**config.mk**
```make
export PLATFORM = sky130hd
export DESIGN_NAME = aes_round_ctrl
export DESIGN_NICKNAME = d
export VERILOG_FILES = /design/src/rtl/aes_round_ctrl_pkg.sv /design/src/rtl/aes_rcon_gen.sv /design/src/rtl/aes_round_ctrl.sv
export SDC_FILE = /design/constraint.sdc
export NUM_CORES = 1
export LEC_CHECK = 0
export BUFFER_PORTS_ARGS = -buffer_cell sky130_fd_sc_hd__buf_2
export CAP_MARGIN = 10
export CELL_PAD_IN_SITES_DETAIL_PLACEMENT = 0
export CELL_PAD_IN_SITES_GLOBAL_PLACEMENT = 1
export CORE_UTILIZATION = 39
export CTS_CLUSTER_DIAMETER = 120
export DETAILED_ROUTE_END_ITERATION = 10
export GPL_TIMING_DRIVEN = 0
export PLACE_DENSITY_LB_ADDON = 0.08
export REMOVE_ABC_BUFFERS = 1
export SKIP_LAST_GASP = 1
export SLEW_MARGIN = 15
export SYNTH_ARGS = -nofsm -noshare
export SYNTH_HDL_FRONTEND = slang
export SYNTH_SLANG_ARGS = --single-unit
```
**constraint.sdc**
```tcl
create_clock -name clk -period 1.63 [get_ports clk]
set_input_delay 0 -clock clk [delete_from_list [all_inputs] [get_ports clk]]
set_output_delay 0 -clock clk [all_outputs]
set_load 0.03 [all_outputs]
```
**src/rtl/aes_round_ctrl_pkg.sv**
```systemverilog
// Shared definitions for the AES round controller.
//   aes_round_state_t : controller state encoding
//   AES_NB_WORDS      : 32-bit words per AES state block
//   AES_RCON_INIT     : round constant used in the first round
//   AES_LAST_WORD     : word_idx value of the final word of a block
package aes_package;

  typedef enum logic [2:0] {
    ST_IDLE,
    ST_LOAD,
    ST_INIT_ARK,
    ST_ROUND,
    ST_UNLOAD,
    ST_DONE
  } aes_round_state_t;

  localparam int         AES_NB_WORDS  = 4;
  localparam logic [7:0] AES_RCON_INIT = 8'h01;
  localparam logic [1:0] AES_LAST_WORD = 2'(AES_NB_WORDS - 1);

endpackage

```
**src/rtl/aes_rcon_gen.sv**
```systemverilog
// Round-constant successor: multiplication by x in GF(2^8) (xtime).
//   rcon_i : current round constant
//   rcon_o : round constant for the following round
module aes_rcon_gen (
  input  logic [7:0] rcon_i,
  output logic [7:0] rcon_o
);

  // A carry out of bit 7 is reduced by the AES polynomial x^8+x^4+x^3+x+1.
  assign rcon_o = {rcon_i[6:0], 1'b0} ^ (rcon_i[7] ? 8'h1B : 8'h00);

endmodule

```
**src/rtl/aes_round_ctrl.sv**
```systemverilog
// AES block-operation sequencer. Loads four state words, issues the initial
// AddRoundKey, NR round strobes with key-expansion steps and round constants,
// then unloads four words. The state words and keys live in an external
// datapath; this block only produces its control strobes.
//   clk, clear               : clock, synchronous active-high reset
//   start                    : begin a block (honoured only when idle)
//   data_in_valid/ready      : input word handshake
//   data_out_valid/ready     : output word handshake
//   word_idx                 : word index for the datapath load/unload mux
//   dp_load                  : write the input word at word_idx
//   dp_init_ark              : initial AddRoundKey
//   dp_round_en              : apply one round
//   dp_last_round            : final round, skip MixColumns
//   key_expand_en            : advance the round-key register
//   round_idx, rcon          : current round number and round constant
//   busy, done               : not idle / one-cycle completion pulse
module aes_round_ctrl
  import aes_package::*;
#(
  parameter int NR = 10
) (
  input  logic       clk,
  input  logic       clear,
  input  logic       start,
  input  logic       data_in_valid,
  output logic       data_in_ready,
  output logic       data_out_valid,
  input  logic       data_out_ready,
  output logic [1:0] word_idx,
  output logic       dp_load,
  output logic       dp_init_ark,
  output logic       dp_round_en,
  output logic       dp_last_round,
  output logic       key_expand_en,
  output logic [3:0] round_idx,
  output logic [7:0] rcon,
  output logic       busy,
  output logic       done
);

  localparam logic [3:0] NR_IDX = 4'(NR);

  aes_round_state_t state_q;
  logic [1:0] word_idx_q;
  logic [3:0] round_idx_q;
  logic [7:0] rcon_q;
  logic [7:0] rcon_d;
  logic       in_ready_q;
  logic       out_valid_q;
  logic       init_ark_q;
  logic       round_en_q;
  logic       last_round_q;
  logic       key_en_q;
  logic       busy_q;
  logic       done_q;

  aes_rcon_gen u_rcon_gen (
    .rcon_i (rcon_q),
    .rcon_o (rcon_d)
  );

  // Each strobe is registered alongside the transition into the state that
  // owns it, so every output except dp_load comes straight from a flop.
  // NOTE: every register here is written with <= so all of them update
  // together from pre-edge values; a blocking = would let later lines see
  // already-updated state within the same edge.
  always_ff @(posedge clk) begin
    if (clear) begin
      // NOTE: reset is sampled on the clock edge, so it sits inside the
      // clocked block rather than in the sensitivity list.
      state_q      <= ST_IDLE;
      word_idx_q   <= '0;
      round_idx_q  <= '0;
      rcon_q       <= '0;
      in_ready_q   <= 1'b0;
      out_valid_q  <= 1'b0;
      init_ark_q   <= 1'b0;
      round_en_q   <= 1'b0;
      last_round_q <= 1'b0;
      key_en_q     <= 1'b0;
      busy_q       <= 1'b0;
      done_q       <= 1'b0;
    end else begin
      case (state_q)
        ST_IDLE: begin
          if (start) begin
            state_q    <= ST_LOAD;
            in_ready_q <= 1'b1;
            busy_q     <= 1'b1;
          end
        end

        ST_LOAD: begin
          if (data_in_valid) begin
            // Two-bit index wraps to 0 after the last word.
            word_idx_q <= word_idx_q + 2'd1;
            if (word_idx_q == AES_LAST_WORD) begin
              state_q    <= ST_INIT_ARK;
              in_ready_q <= 1'b0;
              init_ark_q <= 1'b1;
            end
          end
        end

        ST_INIT_ARK: begin
          state_q      <= ST_ROUND;
          init_ark_q   <= 1'b0;
          round_en_q   <= 1'b1;
          key_en_q     <= 1'b1;
          round_idx_q  <= 4'd1;
          rcon_q       <= AES_RCON_INIT;
          last_round_q <= (NR_IDX == 4'd1);
        end

        ST_ROUND: begin
          round_idx_q <= round_idx_q + 4'd1;
          rcon_q      <= rcon_d;
          if (round_idx_q == NR_IDX) begin
            state_q      <= ST_UNLOAD;
            round_en_q   <= 1'b0;
            key_en_q     <= 1'b0;
            last_round_q <= 1'b0;
            out_valid_q  <= 1'b1;
          end else begin
            // Flag the final round one cycle ahead so it lines up with it.
            last_round_q <= (round_idx_q + 4'd1 == NR_IDX);
          end
        end

        ST_UNLOAD: begin
          if (data_out_ready) begin
            word_idx_q <= word_idx_q + 2'd1;
            if (word_idx_q == AES_LAST_WORD) begin
              state_q     <= ST_DONE;
              out_valid_q <= 1'b0;
              done_q      <= 1'b1;
            end
          end
        end

        ST_DONE: begin
          state_q     <= ST_IDLE;
          done_q      <= 1'b0;
          busy_q      <= 1'b0;
          round_idx_q <= '0;
          rcon_q      <= '0;
        end

        default: begin
          state_q <= ST_IDLE;
        end
      endcase
    end
  end

  // The load strobe must follow the same-cycle handshake, so it is the one
  // combinational output.
  assign dp_load        = in_ready_q & data_in_valid;
  assign data_in_ready  = in_ready_q;
  assign data_out_valid = out_valid_q;
  assign word_idx       = word_idx_q;
  assign dp_init_ark    = init_ark_q;
  assign dp_round_en    = round_en_q;
  assign dp_last_round  = last_round_q;
  assign key_expand_en  = key_en_q;
  assign round_idx      = round_idx_q;
  assign rcon           = rcon_q;
  assign busy           = busy_q;
  assign done           = done_q;

endmodule

```
; Yosys cells after proc, flatten, opt, wreduce, memory -nomap -nowiden
; Cells that the tools add are included.
; W data, S select, Z words.
[totals]
register_bits = 24
out_inout_bits = 23
elab_cells = 76
[op_classes]
addsub = 2
eq_ne = 14
muxes = 30
n_bitwise = 2
n_reduce_logical = 17
[op_table]
columns = operator, n
row1 = $pmux W8 S3, 1
row2 = $mux W3, 6
row3 = $pmux W3 S5, 1
row4 = $pmux W1 S2, 7
row5 = $reduce_bool A2 Y1, 7
row6 = $ne A2 B2 Y1 const B, 6
row7 = $pmux W4 S3, 1
row8 = $mux W1, 10
row9 = $reduce_and A3 Y1, 3
row10 = $eq A4 B4 Y1 const B, 2
row11 = $reduce_and A4 Y1, 2
row12 = $xor A8 B8 Y8, 1
row13 = $eq A3 B2 Y1 const B, 2
row14 = $eq A3 B3 Y1 const B, 2
row15 = $reduce_and A6 Y1, 1
row16 = $mux W5, 1
row17 = $add A4 B1 Y4 const B, 1
row18 = $mux W2, 2
row19 = $pmux W2 S2, 1
row20 = $reduce_and A2 Y1, 2
row21 = $eq A3 B1 Y1 const B, 1
row22 = $logic_not A3 Y1, 1
row23 = $reduce_bool A3 Y1, 1
row24 = $add A2 B1 Y2 const B, 1
row25 = 2 further kinds, 2

; Logic depth before layout (Yosys ltp)
; Gate-level depths: netlist (run 1).
[depth]
word_depth = 4
depth_mapped = 5
ltp_nobuf = 5

; Modules after synthesis
; From an unflattened synthesis (run 1), not the netlist that was laid out.
[hier_totals]
cells_unflattened = 142
area_unflattened_um2 = 1290.0
[by_module_without_submodules]
columns = module, instances, cells_per_inst, area_each_um2, seq_area_each_um2
row1 = aes_round_ctrl, 1, 134, 1226.2, 480.5
row2 = aes_rcon_gen, 1, 8, 63.8, 0.0

; Worst setup path after synthesis (run 1)
; OpenSTA, ideal clock, no wires.
[synth_path]
path_type = register -> register
start = register round_idx_q[0], in the netlist round_idx[0]
end = register last_round_q, in the netlist dp_last_round
setup_time_ns = 0.084
t_arrival_ns = 1.442
path_slack_ns = 0.103
stages_incl_launch_ff = 6
path_buffers = 0
synth_period_minus_slack_ns = 1.527
path_cell_list = dfxtp_1 > inv_1 > ha_1 > a211oi_1 > a21oi_1 > o31ai_2
[synth_between]
elab_chain_cells = 4
[synth_lines]
columns = element, line
row1 = "start, declared", aes_round_ctrl.sv:45  ; logic [3:0] round_idx_q;
row2 = "start signal, assigned", aes_round_ctrl.sv:116  ; round_idx_q <= round_idx_q + 4'd1;
row3 = $add A4 B1 Y4, aes_round_ctrl.sv:126  ; last_round_q <= (round_idx_q + 4'd1 == NR_IDX);
row4 = $eq A4 B4 Y1, aes_round_ctrl.sv:126
row5 = $mux W1 (*), aes_round_ctrl.sv:118  ; if (round_idx_q == NR_IDX) begin
row6 = $pmux W1 S2 (*), aes_round_ctrl.sv:84  ; case (state_q)
row7 = "end signal, assigned", aes_round_ctrl.sv:112  ; last_round_q <= (NR_IDX == 4'd1);
row8 = "end signal, assigned", aes_round_ctrl.sv:126
row9 = "end, declared", aes_round_ctrl.sv:52  ; logic last_round_q;
; Mark *: on every way between the ends. The rest lies on a longest branch, timed or not.
; A chain may end at the register's enable or synchronous reset.

; Final worst setup path (run 1)
; Same ends and word-level chain as after synthesis.

==> flow_metrics.py, run 1 <==
metrics = {
    "run_status": {
        "status": "completed",
    },
    "setup_path": {
        "cp_cell_sequence": "inv_1, ha_1, a211oi_1, a21oi_1, o31ai_2",
        "r2r_slack_ps": 180,
        "critical_path.top_delay_family": "compound AO/OA/AOI/OAI gates",
        "startpoint_type": "flip-flop",
        "reg2reg_depth": 5,
        "rr_startpoint": "round_idx[0]$_SDFFE_PP0P_",
        "critPathRequiredTime_ps": 1870,
        "crit_type": "reg -> reg",
        "cpMaxStageDelayCell": "dfxtp_1",
        "r2r-end": "dp_last_round$_SDFFE_PP0P_",
        "critPathMaxFanout": 7,
        "crit_buf_inv": 1,
        "cp.arrival_ps": 1690,
        "end_kind": "flip-flop",
        "critPathMaxStageDelay_ps": 500,
    },
    "logic_synthesis": {
        "syn_inst": 133,
        "ys_seq_area_frac": 0.395,
        "async_flop_share": 0,
        "yosysWarnings": 0,
        "synth_xor_area_frac": 0.0360,
        "synth_compound_area_frac": 0.221,
        "synth_ff_type": "dfxtp_1",
        "synthSimpleGateAreaFrac": 0.207,
        "synth_top_family_by_area": "compound AO/OA/AOI/OAI gates",
        "muxShareOfSynthArea": 0.0257,
        "synth_edf_count": 0,
        "synth_area_um2": 1220,
        "synth_fa_ha_area_frac": 0.0412,
        "synth-seq-cells": 24,
        "avgSynthCellArea_um2": 9.14,
        "ys_types": 41,
    },
    "clock_network": {
        "root_buffer": "clkbuf_4",
        "h-tree-depth": 1,
        "cts_buffer_depth": 2,
        "cts_buffers": 3,
        "clock_sinks": 24,
        "clock_latency_ps": 310,
        "clkTransAtPathRegs_ps": 130,
        "cts_tree": "built",
    },
    "detailed_routing": {
        "wire_per_inst_um": 13.6,
        "dr_total_vias": 1039,
        "drt-initial-drc-count": 19,
        "drt-vias-per-instance": 5.59,
        "wl_mm": 2.53,
        "antenna_left": 0,
        "drc": 0,
        "first_pass_iters": 4,
    },
    "layout": {
        "nets": 165,
        "fin_area_um2": 1390,
        "n_antenna_cell": 0,
        "syn2layout_area_growth_pct": 14.4,
        "finalCoreUtilization": 0.488,
        "layout_commonest_cell": "buf_2",
        "layout_common_cells": "buf_2 (27), dfxtp_1 (21), nor2_1 (12)",
        "stdcell_count": 186,
        "drive_above_1_share": 0.277,
    },
    "timing": {
        "tightest_slew_ps": 473,
        "period_share": 0.887,
        "whs_ps": 64.6,
        "hold_violations": 0,
        "drv_slew": 0,
        "maxSlewHeadroom": 0.685,
        "final.setup.tns_ps": 0,
        "period_minus_slack_ps": 1450,
        "rsz0062_at_grt": "false",
        "max_freq_mhz": 691,
        "setup_viol": 0,
        "setup_slack_ps": 184,
        "finClkSkew_ps": 0.984,
    },
    "hold_path": {
        "holdPathEnd": "data_in_ready$_SDFFE_PP0P_",
        "hold_class": "in -> reg",
        "whs_path_depth": 4,
        "worstHoldStart": "start",
    },
    "die": {
        "start_util": 0.426,
        "dieArea_um2": 3350,
        "die_x_um": 57.8,
        "num_io_pins": 28,
        "die_h_um": 57.8,
        "coreArea_um2": 2850,
        "rows": 19,
    },
    "grt": {
        "antenna_found_initial": 0,
        "grt_pass1_vias": 938,
        "overflow": 0,
        "grt_max_degree": 29,
        "grt_use_total": 0.168,
        "grt_pass1_wl_mm": 4.37,
    },
    "run": {
        "cap_violations": 0,
    },
    "power": {
        "leakagePower_nw": 0.613,
        "peakVddDrop_mv": 0.277,
        "power_density_nw_per_um2": 738,
        "p_total_mw": 1.03,
    },
    "placement": {
        "placed_cells": 179,
        "dp_slack_ps": -157,
        "gp_congestion": 0.672,
        "dp_hpwl_mm": 1.65,
        "port_buffers": 27,
        "dpl_cell_area_um2": 1320,
    },
}
==> per-layer routing <==
| layer | track usage | share of wire | up-vias |
|---|---|---|---|
| met5 | 0 | 0 | - |
| met4 | 0.0714 | 0.0059 | 0 |
| met3 | 0.0268 | 0.030 | 2 |
| met2 | 0.253 | 0.46 | 18 |
| met1 | 0.239 | 0.50 | 498 |
| li1 | - | - | 521 |
==> power by group <==
group,switching [mW],internal [mW]
clock network,0.180,0.136
registers,0.0188,0.599
logic,0.0528,0.0397
==> cells in the mapped netlist, types with 3 or more instances <==
cell / instances / share of area
dfxtp_1: 24 / 0.40
nor2_1: 12 / 0.037
a21oi_1: 10 / 0.041
a32oi_1: 9 / 0.065
nand2b_1: 8 / 0.041
nand3b_1: 7 / 0.043
buf_2: 6 / 0.025
inv_1: 6 / 0.019
ha_1: 4 / 0.041
xor2_1: 4 / 0.029
clkbuf_1: 3 / 0.0093
==> what timing repair did <==
item	4_1_cts	5_1_grt
endpoints found under the hold margin	1	0
resized for setup	2	3
pin swaps	0	0
hold buffers	1	0
endpoints found under the setup margin	17	6
setup buffers	2	0
==> how the worst max path moves through the flow <==
stage / endpoint / slack [ps] / from / cells past startpoint
floorplan: dp_last_round$_SDFFE_PP0P_ / 100 / round_idx[0]$_SDFFE_PP0P_ / 5
global placement: round_idx[3]$_SDFFE_PP0P_ / -100 / state_q[1]$_SDFFE_PP0P_ / 3
detailed placement: round_idx[2]$_SDFFE_PP0P_ / -160 / state_q[1]$_SDFFE_PP0P_ / 3
CTS: round_idx[2]$_SDFFE_PP0P_ / -5 / state_q[1]$_SDFFE_PP0P_ / 3
global route: dp_last_round$_SDFFE_PP0P_ / 30 / round_idx[0]$_SDFFE_PP0P_ / 5
finish: dp_last_round$_SDFFE_PP0P_ / 180 / round_idx[0]$_SDFFE_PP0P_ / 5
==> tightest hold or removal path: cells and delay by family <==
family	cells	cell delay, ps
simple gates	2	180
buf+inv	1	110
compound gates	1	50
==> area by class of cell <==
type	instances	area, um^2
inverter	6	22.5
multi-input combinational	91	649
timing repair buffer	30	160
clock buffer	4	36.3
sequential	24	484
tap	31	38.8
fill	293	1460
==> cells by family after synthesis <==
| family | Yosys count |
|---|---|
| XOR/XNOR | 5 |
| adder cells (fa/ha/maj) | 4 |
| AND/OR/NAND/NOR | 43 |
| AO/OA/AOI/OAI | 36 |
| multiplexers | 3 |
| flip-flops | 24 |
| buffers and inverters | 18 |
==> flip-flops by register name (all words and copies together) (netlist names) <==
| register | count |
|---|---|
| dp_last_round | 1 |
| data_out_valid | 1 |
| done | 1 |
| key_expand_en | 1 |
| rcon | 8 |
| word_idx | 2 |
| busy | 1 |
| dp_init_ark | 1 |
| round_idx | 4 |
| data_in_ready | 1 |
| state_q | 3 |
(Power assumes the default switching activity.)
==> run 2: changes to the inputs <==
Settings changed: ABC_AREA from default to 1, CORE_MARGIN from default to 5, CORE_UTILIZATION 39 to 36.
==> flow_metrics.py, run 2 <==
metrics = {
    "run_status": {
        "status": "completed",
    },
    "clock_network": {
        "cts_buffers": 3,
        "clkTransAtPathRegs_ps": 140,
        "root_buffer": "clkbuf_4",
        "h-tree-depth": 1,
        "clock_sinks": 24,
        "cts_buffer_depth": 2,
        "cts_tree": "built",
        "clock_latency_ps": 320,
    },
    "die": {
        "die_x_um": 65.9,
        "start_util": 0.371,
        "coreArea_um2": 3030,
        "rows": 20,
        "num_io_pins": 28,
        "dieArea_um2": 4340,
        "die_h_um": 65.9,
    },
    "grt": {
        "grt_pass1_vias": 1029,
        "grt_pass1_wl_mm": 4.45,
        "grt_max_degree": 21,
        "overflow": 0,
        "grt_use_total": 0.130,
        "antenna_found_initial": 0,
    },
    "power": {
        "peakVddDrop_mv": 0.632,
        "leakagePower_nw": 0.659,
        "power_density_nw_per_um2": 1540,
    },
    "setup_path": {
        "end_kind": "flip-flop",
        "cp.arrival_ps": 1620,
        "crit_type": "reg -> reg",
        "startpoint_type": "flip-flop",
        "critPathMaxFanout": 6,
        "critPathRequiredTime_ps": 1850,
    },
    "layout": {
        "regArea_um2": 480,
        "finalCoreUtilization": 0.455,
        "nets": 192,
        "multiInputGateArea_um2": 581,
        "n_antenna_cell": 0,
        "drive_above_1_share": 0.242,
        "layout_common_cells": "nand2_1 (42), buf_2 (27), dfxtp_1 (24)",
        "syn2layout_area_growth_pct": 22.5,
        "fillers": 333,
        "layout_commonest_cell": "nand2_1",
        "fin_area_um2": 1380,
        "largest_reg_flops": 8,
    },
    "logic_synthesis": {
        "synth_top_area_share": 0.427,
        "yosysWarnings": 0,
        "post-synth-top-count-cell": "nand2_1",
        "avgSynthCellArea_um2": 7.40,
        "synthTopCellsByCount": "nand2_1 (42), dfxtp_1 (24), a21oi_1 (17)",
        "synth-seq-cells": 24,
        "synth_area_um2": 1120,
        "ys_seq_area_frac": 0.427,
        "syn_inst": 152,
        "yosysTopAreaCell": "dfxtp_1",
        "ys_types": 25,
        "synthTopCellsByArea": "dfxtp_1 (43%), nand2_1 (14%), a21oi_1 (7.6%)",
        "async_flop_share": 0,
        "synth_edf_count": 0,
        "synth_ff_type": "dfxtp_1",
    },
    "detailed_routing": {
        "wire_per_inst_um": 11.2,
        "dr_total_vias": 1056,
        "drt-vias-per-instance": 4.67,
        "highest_layer": "met4",
        "wl_met2_mm": 1.25,
        "first_pass_iters": 4,
        "wl_mm": 2.53,
        "wl_met1_mm": 1.14,
        "drc": 0,
        "drt-initial-drc-count": 89,
        "antenna_left": 0,
        "wl_met3_um": 105,
    },
    "timing": {
        "whs_ps": 54.6,
        "period_minus_slack_ps": 1400,
        "drv_slew": 0,
        "maxSlewHeadroom": 0.752,
        "period_share": 0.860,
        "setup_slack_ps": 227,
        "hold_violations": 0,
        "tightest_slew_ps": 372,
        "setup_viol": 0,
        "finClkSkew_ps": 4.34,
        "max_freq_mhz": 713,
        "rsz0062_at_grt": "false",
    },
    "placement": {
        "dpl_cell_area_um2": 1290,
        "port_buffers": 27,
        "dp_hpwl_mm": 1.86,
        "gp_congestion": 0.764,
        "dp_slack_ps": 19.9,
    },
    "run": {
        "cap_violations": 0,
    },
    "hold_path": {
        "hold_class": "in -> reg",
    },
}
[run 2: metal layers]
metal,global-route usage,vias up
li1,-,551
met1,0.153,480
met2,0.229,20
met3,0.0221,5
met4,0.0544,0
met5,0,-
[run 2: final timing paths]
kind	from	slack (ps)	end	cells past startpoint
worst min-delay path	clear	50	state_q[0]$_SDFFE_PP0P_	2
worst max-delay path	round_idx[0]$_SDFFE_PP0P_	230	state_q[0]$_SDFFE_PP0P_	8
worst min register to register	dp_init_ark$_SDFFE_PP0P_	480	dp_init_ark$_SDFFE_PP0P_	2
worst max register to register	round_idx[0]$_SDFFE_PP0P_	230	state_q[0]$_SDFFE_PP0P_	8
[run 2: worst max-delay path, cell delays in order, from the launching register on]
cell and delay [ps]:
dfxtp_1 460, inv_1 90, ha_1 200, nand3_1 140
nand2_1 140, nand2_1 100, o21ai_0 80, nand2_1 60
nor2_1 30
[run 2: layout make-up]
| class | count | area share |
|---|---|---|
| Multi-Input combinational cell | 111 | 0.421 |
| Inverter | 13 | 0.0354 |
| Tap cell | 44 | 0.0400 |
| Timing Repair Buffer | 30 | 0.116 |
| Clock inverter | 1 | 0.0218 |
| Clock buffer | 3 | 0.0163 |
| Sequential cell | 24 | 0.349 |
[run 2: power breakdown]
part,switching (mW),internal (mW)
Clock,0.194,0.249
Combinational,0.596,0.287
Sequential,0.110,0.690
Total,0.900,1.23
[run 2: cells by family after synthesis]
group           synth area share
simple gates               0.317
compound gates             0.111
flops                      0.427
buf+inv                   0.0612
xor+xnor                  0.0389
fa+ha+maj                 0.0445
[run 2: stage by stage]
stage | cells | total power, mW | TNS [ps]
final | 226 | 2.13 | 0
after global routing | 226 | 2.31 | 0
after CTS | 224 | 2.13 | 0
after detailed placement | 219 | 1.69 | 0
after global placement | 219 | 1.67 | -23.8
after floorplan | 148 | 1.46 | 0
[run 2: repair_timing]
item                                   CTS  global route
endpoints found under the hold margin    2             0
gates resized for setup                  0             1
setup buffers                            0             2
setup endpoints to repair                0            16
hold buffers                             1             0
==> run 3: changes to the inputs <==
Settings changed: CORE_UTILIZATION 36 to 30.
==> flow_metrics.py, run 3 (synthesis results as in run 2) <==
metrics = {
    "run_status": {
        "status": "completed",
    },
    "timing": {
        "period_minus_slack_ps": 1440,
        "whs_ps": 48.5,
        "tightest_slew_ps": 368,
        "finClkSkew_ps": 6.21,
        "drv_slew": 0,
        "rsz0062_at_grt": "false",
        "maxSlewHeadroom": 0.754,
        "max_freq_mhz": 696,
        "hold_violations": 0,
        "period_share": 0.881,
        "setup_viol": 0,
        "final.setup.tns_ps": 0,
    },
    "detailed_routing": {
        "dr_total_vias": 1018,
        "antenna_left": 0,
        "wl_mm": 2.49,
        "wire_per_inst_um": 11.0,
        "first_pass_iters": 4,
        "drt-initial-drc-count": 63,
        "drc": 0,
        "drt-vias-per-instance": 4.48,
    },
    "hold_path": {
        "hold_class": "in -> reg",
    },
    "placement": {
        "dpl_cell_area_um2": 1300,
        "gp_congestion": 0.670,
        "port_buffers": 27,
        "dp_hpwl_mm": 1.91,
    },
    "clock_network": {
        "root_buffer": "clkbuf_8",
        "h-tree-depth": 1,
        "clock_latency_ps": 260,
        "clkTransAtPathRegs_ps": 90,
        "cts_tree": "built",
        "cts_buffer_depth": 2,
        "clock_sinks": 24,
        "cts_buffers": 3,
    },
    "power": {
        "power_density_nw_per_um2": 1520,
        "leakagePower_nw": 0.646,
        "p_total_mw": 2.06,
        "peakVddDrop_mv": 0.575,
    },
    "layout": {
        "multiInputGateArea_um2": 581,
        "regArea_um2": 480,
        "syn2layout_area_growth_pct": 20.9,
        "largest_reg_flops": 8,
        "n_antenna_cell": 0,
        "fin_area_um2": 1360,
        "layout_common_cells": "nand2_1 (42), buf_2 (27), dfxtp_1 (24)",
        "nets": 189,
        "layout_commonest_cell": "nand2_1",
        "fillers": 429,
        "drive_above_1_share": 0.235,
        "finalCoreUtilization": 0.374,
    },
    "die": {
        "dieArea_um2": 5070,
        "num_io_pins": 28,
        "rows": 22,
        "coreArea_um2": 3630,
        "start_util": 0.310,
        "die_h_um": 71.2,
        "die_x_um": 71.2,
    },
    "grt": {
        "grt_use_total": 0.106,
        "antenna_found_initial": 0,
        "grt_pass1_wl_mm": 4.40,
        "overflow": 0,
        "grt_max_degree": 21,
        "grt_pass1_vias": 986,
    },
    "setup_path": {
        "crit_type": "reg -> reg",
        "cp.arrival_ps": 1590,
        "critPathRequiredTime_ps": 1780,
        "critPathMaxFanout": 6,
        "end_kind": "flip-flop",
        "startpoint_type": "flip-flop",
    },
    "run": {
        "cap_violations": 0,
    },
}
==> run 3: metrics by stage <==
| stage | cells | setup slack [ps] |
|---|---|---|
| 4_1_cts | 227 | 162 |
| 2_1_floorplan | 148 | 190 |
| 3_5_place_dp | 223 | -12.9 |
| 6_report | 227 | 193 |
| 3_3_place_gp | 223 | -21.4 |
| 5_1_grt | 227 | 0.670 |
==> run 3: repair_timing <==
action	4_1_cts	5_1_grt
setup buffers	0	0
setup endpoints to repair	1	0
resized for setup	1	0
hold endpoints to repair	0	0
hold buffers	0	0
==> run 3: worst paths after layout <==
check,slack [ps],start,depth (start not counted),end
max,190,round_idx[0]$_SDFFE_PP0P_,8,state_q[0]$_SDFFE_PP0P_
min,50,start,3,busy$_SDFFE_PP0P_
max reg2reg,190,round_idx[0]$_SDFFE_PP0P_,8,state_q[0]$_SDFFE_PP0P_
min reg2reg,470,dp_last_round$_SDFFE_PP0P_,2,dp_last_round$_SDFFE_PP0P_
==> run 3: final cells by class <==
type                    instances  area share
clock buffers                   4      0.0405
inverters                      13      0.0359
multi-input cells             111       0.427
flip-flops and latches         24       0.353
well taps                      48      0.0442
repair buffers                 27      0.0994
==> run 3: power breakdown <==
group	leakage (nW)	switching, mW	internal (mW)
combinational	0.423	0.593	0.273
sequential	0.195	0.105	0.690
clock	0.0288	0.187	0.215
total	0.646	0.885	1.18
==> run 3: metal layers <==
layer	up-vias	wire length, um	part of all wire	global-route usage
met5	-	0	0	0
met1	458	1180	0.47	0.129
met4	0	16	0.0064	0.0376
li1	539	-	-	-
met3	2	129	0.052	0.0238
met2	19	1170	0.47	0.181
==> run 3: critical path, cell delays in order, from the launching register on <==
cell     delay, ps
dfxtp_1        430
inv_1           90
ha_1           200
nand3_1        160
nand2_1        150
nand2_1        110
o21ai_0         90
nand2_1         60
nor2_1          30
